`config.mk`:
```
export PLATFORM = sky130hd
export DESIGN_NAME = exec_core
export DESIGN_NICKNAME = d
export VERILOG_FILES = /design/src/rtl/exec_core_pkg.sv /design/src/rtl/exec_core_alu32.sv /design/src/rtl/exec_core_alu_ctrl.sv /design/src/rtl/exec_core_regfile32.sv /design/src/rtl/exec_core.sv
export SDC_FILE = /design/constraint.sdc
export NUM_CORES = 2
export LEC_CHECK = 0
export ABC_AREA = 1
export BUFFER_PORTS_ARGS = -buffer_cell sky130_fd_sc_hd__buf_4
export CORE_MARGIN = 4
export CORE_UTILIZATION = 57
export CTS_CLUSTER_SIZE = 8
export DETAILED_ROUTE_END_ITERATION = 12
export GPL_ROUTABILITY_DRIVEN = 1
export PLACE_DENSITY_LB_ADDON = 0.08
export SETUP_SLACK_MARGIN = 0.5
export SLEW_MARGIN = 25
export SYNTH_ARGS = -nofsm -noshare
export SYNTH_HDL_FRONTEND = slang
export SYNTH_SLANG_ARGS = --single-unit
```
`constraint.sdc`:
```
create_clock -name clk -period 30 [get_ports clk]
set_clock_uncertainty 0.05 [all_clocks]
set_input_delay 4.5 -clock clk [delete_from_list [all_inputs] [get_ports clk]]
set_output_delay 4.5 -clock clk [all_outputs]
set_load 0.02 [all_outputs]
```
`src/rtl/exec_core_pkg.sv`:
```
// Shared encodings for the execution core: ALU operation codes, ALUOp
// values from the main controller, and R-type funct fields.
package exec_core_pkg;

  typedef enum logic [2:0] {
    OP_AND = 3'b000,
    OP_OR  = 3'b001,
    OP_ADD = 3'b010,
    OP_SUB = 3'b110,
    OP_SLT = 3'b111
  } alu_op_e;

  localparam logic [1:0] ALUOP_MEM   = 2'b00;
  localparam logic [1:0] ALUOP_BEQ   = 2'b01;
  localparam logic [1:0] ALUOP_RTYPE = 2'b10;
  localparam logic [1:0] ALUOP_OTHER = 2'b11;

  localparam logic [5:0] FUNCT_ADD = 6'b100000;
  localparam logic [5:0] FUNCT_SUB = 6'b100010;
  localparam logic [5:0] FUNCT_AND = 6'b100100;
  localparam logic [5:0] FUNCT_OR  = 6'b100101;
  localparam logic [5:0] FUNCT_SLT = 6'b101010;

  localparam int ADDR_W = 5;

endpackage

```
`src/rtl/exec_core_alu32.sv`:
```
// Combinational ALU: AND, OR, ADD, SUB and signed SLT with carry,
// overflow and zero flags.
module alu32
  import exec_core_pkg::*;
#(
  parameter int WIDTH = 32
) (
  input  logic [WIDTH-1:0] a_i,
  input  logic [WIDTH-1:0] b_i,
  input  logic [2:0]       op_i,
  output logic [WIDTH-1:0] result_o,
  output logic             cout_o,
  output logic             overflow_o,
  output logic             zero_o
);

  logic             subtract;
  logic [WIDTH-1:0] b_eff;
  logic [WIDTH:0]   sum;
  logic             add_ovf;
  logic             is_arith;

  // SLT shares the subtractor so its sign/overflow can form the compare.
  assign subtract = (op_i == OP_SUB) || (op_i == OP_SLT);
  assign b_eff    = subtract ? ~b_i : b_i;
  assign sum      = {1'b0, a_i} + {1'b0, b_eff} + {{WIDTH{1'b0}}, subtract};
  assign add_ovf  = (a_i[WIDTH-1] == b_eff[WIDTH-1]) && (sum[WIDTH-1] != a_i[WIDTH-1]);
  assign is_arith = (op_i == OP_ADD) || (op_i == OP_SUB);

  always_comb begin
    result_o = '0;
    case (op_i)
      OP_AND:  result_o = a_i & b_i;
      OP_OR:   result_o = a_i | b_i;
      OP_ADD:  result_o = sum[WIDTH-1:0];
      OP_SUB:  result_o = sum[WIDTH-1:0];
      OP_SLT:  result_o = {{(WIDTH-1){1'b0}}, sum[WIDTH-1] ^ add_ovf};
      default: result_o = sum[WIDTH-1:0];
    endcase
  end

  assign cout_o     = is_arith & sum[WIDTH];
  assign overflow_o = is_arith & add_ovf;
  assign zero_o     = (result_o == '0);

endmodule

```
`src/rtl/exec_core_alu_ctrl.sv`:
```
// ALU-control decoder: maps ALUOp and funct to a 3-bit ALU operation.
module alu_ctrl
  import exec_core_pkg::*;
(
  input  logic [1:0] alu_op_i,
  input  logic [5:0] funct_i,
  output logic [2:0] operation_o
);

  always_comb begin
    operation_o = OP_ADD;
    case (alu_op_i)
      ALUOP_MEM:   operation_o = OP_ADD;
      ALUOP_BEQ:   operation_o = OP_SUB;
      ALUOP_RTYPE: begin
        case (funct_i)
          FUNCT_ADD: operation_o = OP_ADD;
          FUNCT_SUB: operation_o = OP_SUB;
          FUNCT_AND: operation_o = OP_AND;
          FUNCT_OR:  operation_o = OP_OR;
          FUNCT_SLT: operation_o = OP_SLT;
          default:   operation_o = OP_ADD;
        endcase
      end
      ALUOP_OTHER: operation_o = OP_ADD;
      default:     operation_o = OP_ADD;
    endcase
  end

endmodule

```
`src/rtl/exec_core_regfile32.sv`:
```
// Register file: two combinational read ports, one write port, r0 hardwired
// to zero, asynchronous clear of every register.
module regfile32
  import exec_core_pkg::*;
#(
  parameter int WIDTH = 32,
  parameter int NREGS = 32
) (
  input  logic              clk,
  input  logic              reset,
  input  logic [ADDR_W-1:0] rs_addr_i,
  input  logic [ADDR_W-1:0] rt_addr_i,
  input  logic [ADDR_W-1:0] rd_addr_i,
  input  logic              we_i,
  input  logic [WIDTH-1:0]  wdata_i,
  output logic [WIDTH-1:0]  rd1_o,
  output logic [WIDTH-1:0]  rd2_o
);

  logic [WIDTH-1:0] regs_q [NREGS];

  for (genvar gi = 0; gi < NREGS; gi++) begin : g_reg
    if (gi == 0) begin : g_zero
      assign regs_q[gi] = '0;
    end else begin : g_store
      always_ff @(posedge clk or posedge reset) begin
        if (reset) begin
          regs_q[gi] <= '0;
        end else if (we_i && (rd_addr_i == ADDR_W'(gi))) begin
          regs_q[gi] <= wdata_i;
        end
      end
    end
  end

  // No bypass: a same-cycle write is only visible after the edge.
  assign rd1_o = regs_q[rs_addr_i];
  assign rd2_o = regs_q[rt_addr_i];

endmodule

```
`src/rtl/exec_core.sv`:
```
// Single-cycle execution core: register file feeding the ALU, with the
// ALU result or an external word selected for write-back.
module exec_core
  import exec_core_pkg::*;
#(
  parameter int WIDTH = 32,
  parameter int NREGS = 32
) (
  input  logic             clk,
  input  logic             reset,
  input  logic [4:0]       rs_addr,
  input  logic [4:0]       rt_addr,
  input  logic [4:0]       rd_addr,
  input  logic             reg_write,
  input  logic             wr_src,
  input  logic [WIDTH-1:0] ext_wdata,
  input  logic             alu_op0,
  input  logic             alu_op1,
  input  logic [5:0]       funct,
  output logic [WIDTH-1:0] read_data1,
  output logic [WIDTH-1:0] read_data2,
  output logic [2:0]       operation,
  output logic [WIDTH-1:0] result,
  output logic             cout,
  output logic             overflow,
  output logic             zero
);

  logic [WIDTH-1:0] wdata;

  assign wdata = wr_src ? ext_wdata : result;

  regfile32 #(
    .WIDTH(WIDTH),
    .NREGS(NREGS)
  ) u_regfile (
    .clk       (clk),
    .reset     (reset),
    .rs_addr_i (rs_addr),
    .rt_addr_i (rt_addr),
    .rd_addr_i (rd_addr),
    .we_i      (reg_write),
    .wdata_i   (wdata),
    .rd1_o     (read_data1),
    .rd2_o     (read_data2)
  );

  alu_ctrl u_alu_ctrl (
    .alu_op_i    ({alu_op1, alu_op0}),
    .funct_i     (funct),
    .operation_o (operation)
  );

  alu32 #(
    .WIDTH(WIDTH)
  ) u_alu (
    .a_i        (read_data1),
    .b_i        (read_data2),
    .op_i       (operation),
    .result_o   (result),
    .cout_o     (cout),
    .overflow_o (overflow),
    .zero_o     (zero)
  );

endmodule

```
### Word level (Yosys, flattened, before mapping)

Index checks and enable logic that the tools add are counted.

| storage, ports and cells | value |
|---|---|
| output and inout port bits | 102 |
| memories kept | 0 |
| register bits | 992 |
| latch bits | 0 |
| bits in read-only memories | 0 |
| input port bits | 59 |
| bits in writable memories | 0 |

| cells by class | value |
|---|---|
| $add $sub $neg | 2 |
| multiplexer cells | 11 |
| multipliers | 0 |
| shift operators | 0 |
| reduce and logical (&&, ||, !) cells | 38 |
| eq/ne operators | 44 |
| bitwise operators | 8 |
| divide/modulo/power cells | 0 |
| $lt $le $gt $ge | 2 |

Operators with widths:

| kind | number |
|---|---|
| binary-select mux 32 bit (select 5 bit) | 2 |
| 2-to-1 mux 32 bit | 6 |
| one-hot mux 32 bit (3 select lines) | 1 |
| == test 5 bit (second input constant) | 16 |
| == test 5 x 4 -> 1 bit (second input constant) | 8 |
| adder 32 x 32 -> 33 bit | 1 |
| adder 33 x 1 -> 33 bit | 1 |
| bitwise AND 32 bit | 1 |
| logical AND 1 bit | 32 |
| logical NOT 32 bit | 1 |
| inverter 32 bit | 1 |
| OR 32 bit | 1 |
| == test 6 bit (second input constant) | 4 |
| == test 5 x 3 -> 1 bit (second input constant) | 4 |
| >= comparator 6 bit (second input constant) | 2 |
| inverter 5 -> 6 bit | 2 |
| one-hot mux 3 bit (4 select lines) | 1 |
| == test 5 x 2 -> 1 bit (second input constant) | 2 |
| one-hot mux 3 bit (3 select lines) | 1 |
| == test 3 bit (second input constant) | 2 |
| == test 5 x 1 -> 1 bit (second input constant) | 1 |
| == test 2 bit (second input constant) | 2 |
| == test 3 x 1 -> 1 bit (second input constant) | 1 |
| == test 3 x 2 -> 1 bit (second input constant) | 1 |
| 9 further kinds | 11 |

### Logic depth before layout (Yosys ltp)

| depth | value |
|---|---|
| word-level depth | 13 |
| mapped depth | 31 |

### By module

Synthesis repeated with hierarchy kept, for this count alone.

| second synthesis, totals | value |
|---|---|
| cells, all modules | 9,149 |
| area total of the unflattened synthesis | 60,370.4 µm² |

By module, submodules not included:

| module | cells each | sequential area each (µm²) | area an instance (µm²) | instances |
|---|---|---|---|---|
| regfile32 | 8,319 | 24,823.8 | 56,136.3 | 1 |
| alu32 | 701 | 0.0 | 3,606.0 | 1 |
| exec_core | 104 | 0.0 | 491.7 | 1 |
| alu_ctrl | 25 | 0.0 | 136.4 | 1 |

### Least setup slack after synthesis

No wires, ideal clock.

| timing path | value |
|---|---|
| path kind | input to output |
| from | input rt_addr[1] |
| to | output zero |
| setup slack | 17.084 ns |
| stages on the path | 26 |
| data arrival time | 8.366 ns |
| buffers on the path | 4 |
| required time | 25.450 ns |
| cell sequence | inv_1 buf_4 buf_4 buf_4 clkbuf_1 o21ai_0 o221a_2 o21ai_0 nand3_1 nand2_1 xor2_1 ha_1 nand2_1 nor4_1 nand3_1 nand3_1 nand2_1 o211ai_1 a21oi_1 o21ai_0 nand3_1 nor2_1 nand3_1 nor2_1 nand2_1 nor2_1 |

| on the way | value |
|---|---|
| elaborated cells between the ends (all ways) | 16 |

RTL lines:

| element | line | RTL |
|---|---|---|
| start: declaration | exec_core.sv:12 | `input logic [4:0] rt_addr,` |
| inverter 5 -> 6 bit (implied by the code) * | exec_core_regfile32.sv:38 | `assign rd2_o = regs_q[rt_addr_i];` |
| binary-select mux 32 bit (select 5 bit) * | exec_core_regfile32.sv:38 |  |
| 2-to-1 mux 32 bit (implied by the code) * (2 in a row) | exec_core_regfile32.sv:38 |  |
| net read_data2[16] | exec_core.sv:21 | `output logic [WIDTH-1:0] read_data2,` |
| inverter 32 bit | exec_core_alu32.sv:25 | `assign b_eff = subtract ? ~b_i : b_i;` |
| 2-to-1 mux 32 bit * | exec_core_alu32.sv:25 |  |
| adder 32 x 32 -> 33 bit * | exec_core_alu32.sv:26 | `assign sum = {1'b0, a_i} + {1'b0, b_eff} + {{WIDTH{1'b0}}, subtract};` |
| adder 33 x 1 -> 33 bit * | exec_core_alu32.sv:26 |  |
| one-hot mux 32 bit (3 select lines) * | exec_core_alu32.sv:32 | `case (op_i)` |
| net result[28] | exec_core.sv:23 | `output logic [WIDTH-1:0] result,` |
| logical NOT 32 bit * | exec_core_alu32.sv:44 | `assign zero_o = (result_o == '0);` |
| end: declaration | exec_core.sv:26 | `output logic zero` |

The timed path passes the listed nets; every way through them passes the cells marked *. The select of a mux whose other input is x is not followed.

### Worst setup path after layout

| timing path | value |
|---|---|
| from | input rt_addr[0] |
| to | output zero |

| on the way | value |
|---|---|
| longest elaborated chain between the ends | 13 |
| elaborated cells between the ends (all ways) | 16 |

RTL lines:

| element | line | RTL |
|---|---|---|
| inverter 5 -> 6 bit (implied by the code) * | exec_core_regfile32.sv:38 |  |
| binary-select mux 32 bit (select 5 bit) * | exec_core_regfile32.sv:38 |  |
| 2-to-1 mux 32 bit (implied by the code) * (2 in a row) | exec_core_regfile32.sv:38 |  |
| inverter 32 bit | exec_core_alu32.sv:25 |  |
| 2-to-1 mux 32 bit | exec_core_alu32.sv:25 |  |
| adder 32 x 32 -> 33 bit | exec_core_alu32.sv:26 |  |
| adder 33 x 1 -> 33 bit | exec_core_alu32.sv:26 |  |
| inequality test 1 bit | exec_core_alu32.sv:27 | `assign add_ovf = (a_i[WIDTH-1] == b_eff[WIDTH-1]) && (sum[WIDTH-1] != a_i[WIDTH-1]);` |
| logical AND 1 bit | exec_core_alu32.sv:27 |  |
| bitwise XOR 1 bit | exec_core_alu32.sv:37 | `OP_SLT: result_o = {{(WIDTH-1){1'b0}}, sum[WIDTH-1] ^ add_ovf};` |
| one-hot mux 32 bit (3 select lines) * | exec_core_alu32.sv:32 |  |
| logical NOT 32 bit * | exec_core_alu32.sv:44 |  |

Mark *: on every way between the ends. The rest lies on a longest branch, timed or not. The select of a mux whose other input is x is not followed.

==> key figures <==
Outcome
  – Status: completed

Pwr
  – Leakage: around 28 nW
  – Power Total: between 4 and 5 mW
  – Max VDD drop: 0.0562 mV
  – Power Dens Cells: between 70 and 80 nW/um2

Cells and area
  – Layout Nets: between 7000 and 8000
  – Share of cells above drive strength 1: 7.78%
  – Area Growth Syn to Fin: 8.46%
  – Design area: 62800 um2
  – Number of flip-flops in the largest register: 992
  – Regs by FF count: u_regfile.regs_q x992
  – Top reg by flops: u_regfile.regs_q

Detailed routing
  – DRT iter0 DRCs: 10200
  – Drt first pass iters: 9
  – DRT Wirelength: 237 mm
  – # DRC: 0
  – DR WL/cell: roughly 26 um
  – Via count: slightly above 60000
  – Post-DRT Antenna Nets: 0
  – Vias/cell: about 6.6

Floorplan
  – DIE HEIGHT: ~330 um
  – Num ports: between 150 and 200
  – Die Area: about 110000 um2
  – Row count: between 100 and 150
  – Core area: around 100000 um2
  – Initial Util: between 50% and 60%
  – Die width: 327 um

Global route
  – First-pass GRT wire length: 354 mm
  – Pin count of the biggest net entering global routing: a little under 200
  – Grt total ovfl: 0
  – GRT Resource Usage Total: a little over two fifths
  – Antenna violations before repair: 8
  – Vias in the first global route: about 56000

Worst setup path
  – Required @ worst endpoint: around 25000 ps
  – Critical-path top delay cell: buf_4
  – Worst-path fanout max: slightly above 70
  – Worst setup EP type: primary output
  – RR Startpoint: u_regfile.regs_q[24]
  – Crit path DAT: around 12000 ps
  – Worst stage delay on the critical path: around 860 ps
  – CP endpoint: zero
  – Reg2reg end: u_regfile.regs_q[319]
  – Worst setup startpoint: rt_addr[0]
  – Flop2flop setup slack: 24900 ps
  – CP startpoint kind: input port
  – Most frequent CP cell: nand2_1
  – WS Path Type: input port to primary output
  – Worst r2r path cells: 19

Timing
  – Final period utilization: between 50% and 60%
  – Worst Max-Slew Pin Slew: between 1000 and 1500 ps
  – Final hold viol count: 0
  – Fmax: ~0.062 GHz
  – Endpoints failing setup: 0
  – RSZ-0062 raised after global routing: no
  – Post-route setup slack: about 14000 ps
  – Final Max Tran Viols: 0
  – Final min period: 16090 ps
  – Final hold slack: about 430 ps
  – Post-route setup TNS: 0 ps
  – Slew headroom: between 20% and 30%

Place
  – Port bufs: 160
  – Place WS: roughly 14000 ps
  – GPL Wtd Cong: around 1
  – Placed cell area: a little under 60000 um2
  – Dpl hpwl: approximately 130 mm

Synthesis
  – Largest area contributor in the synthesized netlist: dfrtp_1
  – Share of the synthesized area in the top cell type: a little over two fifths
  – Gate count after technology mapping: slightly above 8000
  – Most used DFF post-synth: dfrtp_1
  – Synthesized area: between 50000 and 60000 um2
  – Largest cells by area after synthesis: dfrtp_1, nand2_1, o21ai_0
  – Synth Area per Inst: 7.20 um2
  – Syn Nets: between 8000 and 9000
  – Top cells by count, synth: nand2_1, o21ai_0, dfrtp_1
  – Share of flip-flops with an asynchronous set or reset: between 90% and 100%
  – Post-synth EDFFs: 0
  – Most common cell in the netlist: nand2_1
  – Synth Warn #: 0
  – Post-synthesis sequential area ratio: between 40% and 50%
  – #FFs+latches synth: just under 1000
  – Synth unique cells: 56

Run
  – Total of max-cap violations: 0

Clock network
  – Clock Root Buffer: clkbuf_16
  – Hold Buf Count CTS: 0
  – Post-cts sizing count: 0
  – Reg clk slew, reported paths: ~50 ps
  – Post-CTS Setup Inserts: 0
  – Htree depth: 4
  – CTS Buf Count: 142
  – CTS tree: built
  – Worst-case clock buffer depth: 3
  – # clock sinks: 992
  – Worst-Skew Late Latency: about 760 ps

Min path
  – Hold Crit Class: flop to flop
## worst max-delay path, delay by kind of cell
kind	cells	cell delay, ps
simple gates	13	2140
compound gates	6	1230
fa+ha+maj	1	380
buf+inv	5	2920
xor+xnor	1	250
## placed cells by master, fill, tap and decap left out, types with 41 or more instances in the layout
master and count:
clkbuf_16 148, inv_1 395, nand2_1 1986, dfrtp_1 992, o21ai_1 215, buf_4 278, o211ai_1 46, a21oi_1 513
o21ai_0 1384, o31ai_1 42, o221a_2 41, nor2_1 422, a2111oi_0 61, nand3_1 806, a221oi_1 52, nor3_1 90
## report_power, final
group	total (mW)	internal [mW]	switching [mW]
Sequential	1.97	1.71	0.267
Clock	1.48	0.871	0.607
Combinational	1.37	0.455	0.913
Total	4.82	3.03	1.79
## cells by family after synthesis
group | after synthesis | synth area share, %
AOI/OAI and AO/OA | 2457 | 23.3
xor gates and xnor gates | 32 | 0.484
adders and majority gates | 34 | 0.748
buffers and inverters | 1168 | 8.50
DFF | 992 | 42.9
muxes | 9 | 0.156
and+or+nand+nor | 3349 | 23.9
## per-layer routing
layer	routed length [um]	GRT usage [%]	part of all wire, %
met1	91000	59.9	38
met2	97700	62.3	41
met3	35300	13.3	15
met4	12900	21.1	5.5
met5	41	0	0.017
## area by class of cell
| type | instances | area (um2) |
|---|---|---|
| Fill cell | 9236 | 37700 |
| Multi-Input combinational cell | 5881 | 28300 |
| Sequential cell | 992 | 24800 |
| Clock buffer | 152 | 3730 |
| Timing Repair Buffer | 293 | 2330 |
| Inverter | 445 | 1710 |
| Tap cell | 1357 | 1700 |
| Clock inverter | 9 | 163 |
| Antenna cell | 2 | 5.00 |
## worst min-delay path by stage
stage / cells after the start / from / to / slack [ps]
after global routing: 2 / u_regfile.regs_q[458] / u_regfile.regs_q[458] / 440
after global placement: 2 / u_regfile.regs_q[86] / u_regfile.regs_q[86] / 420
after CTS: 2 / u_regfile.regs_q[754] / u_regfile.regs_q[754] / 430
after floorplan: 2 / u_regfile.regs_q[104] / u_regfile.regs_q[104] / 400
final: 2 / u_regfile.regs_q[748] / u_regfile.regs_q[748] / 430
after detailed placement: 2 / u_regfile.regs_q[754] / u_regfile.regs_q[754] / 420
## per-stage QoR
step,utilization [%],cells
final,62.5,9131
after global routing,62.5,9129
after CTS,62.4,9128
after detailed placement,58.6,8967
after global placement,58.5,8966
after floorplan,-,8041
(Power assumes the default switching activity.)
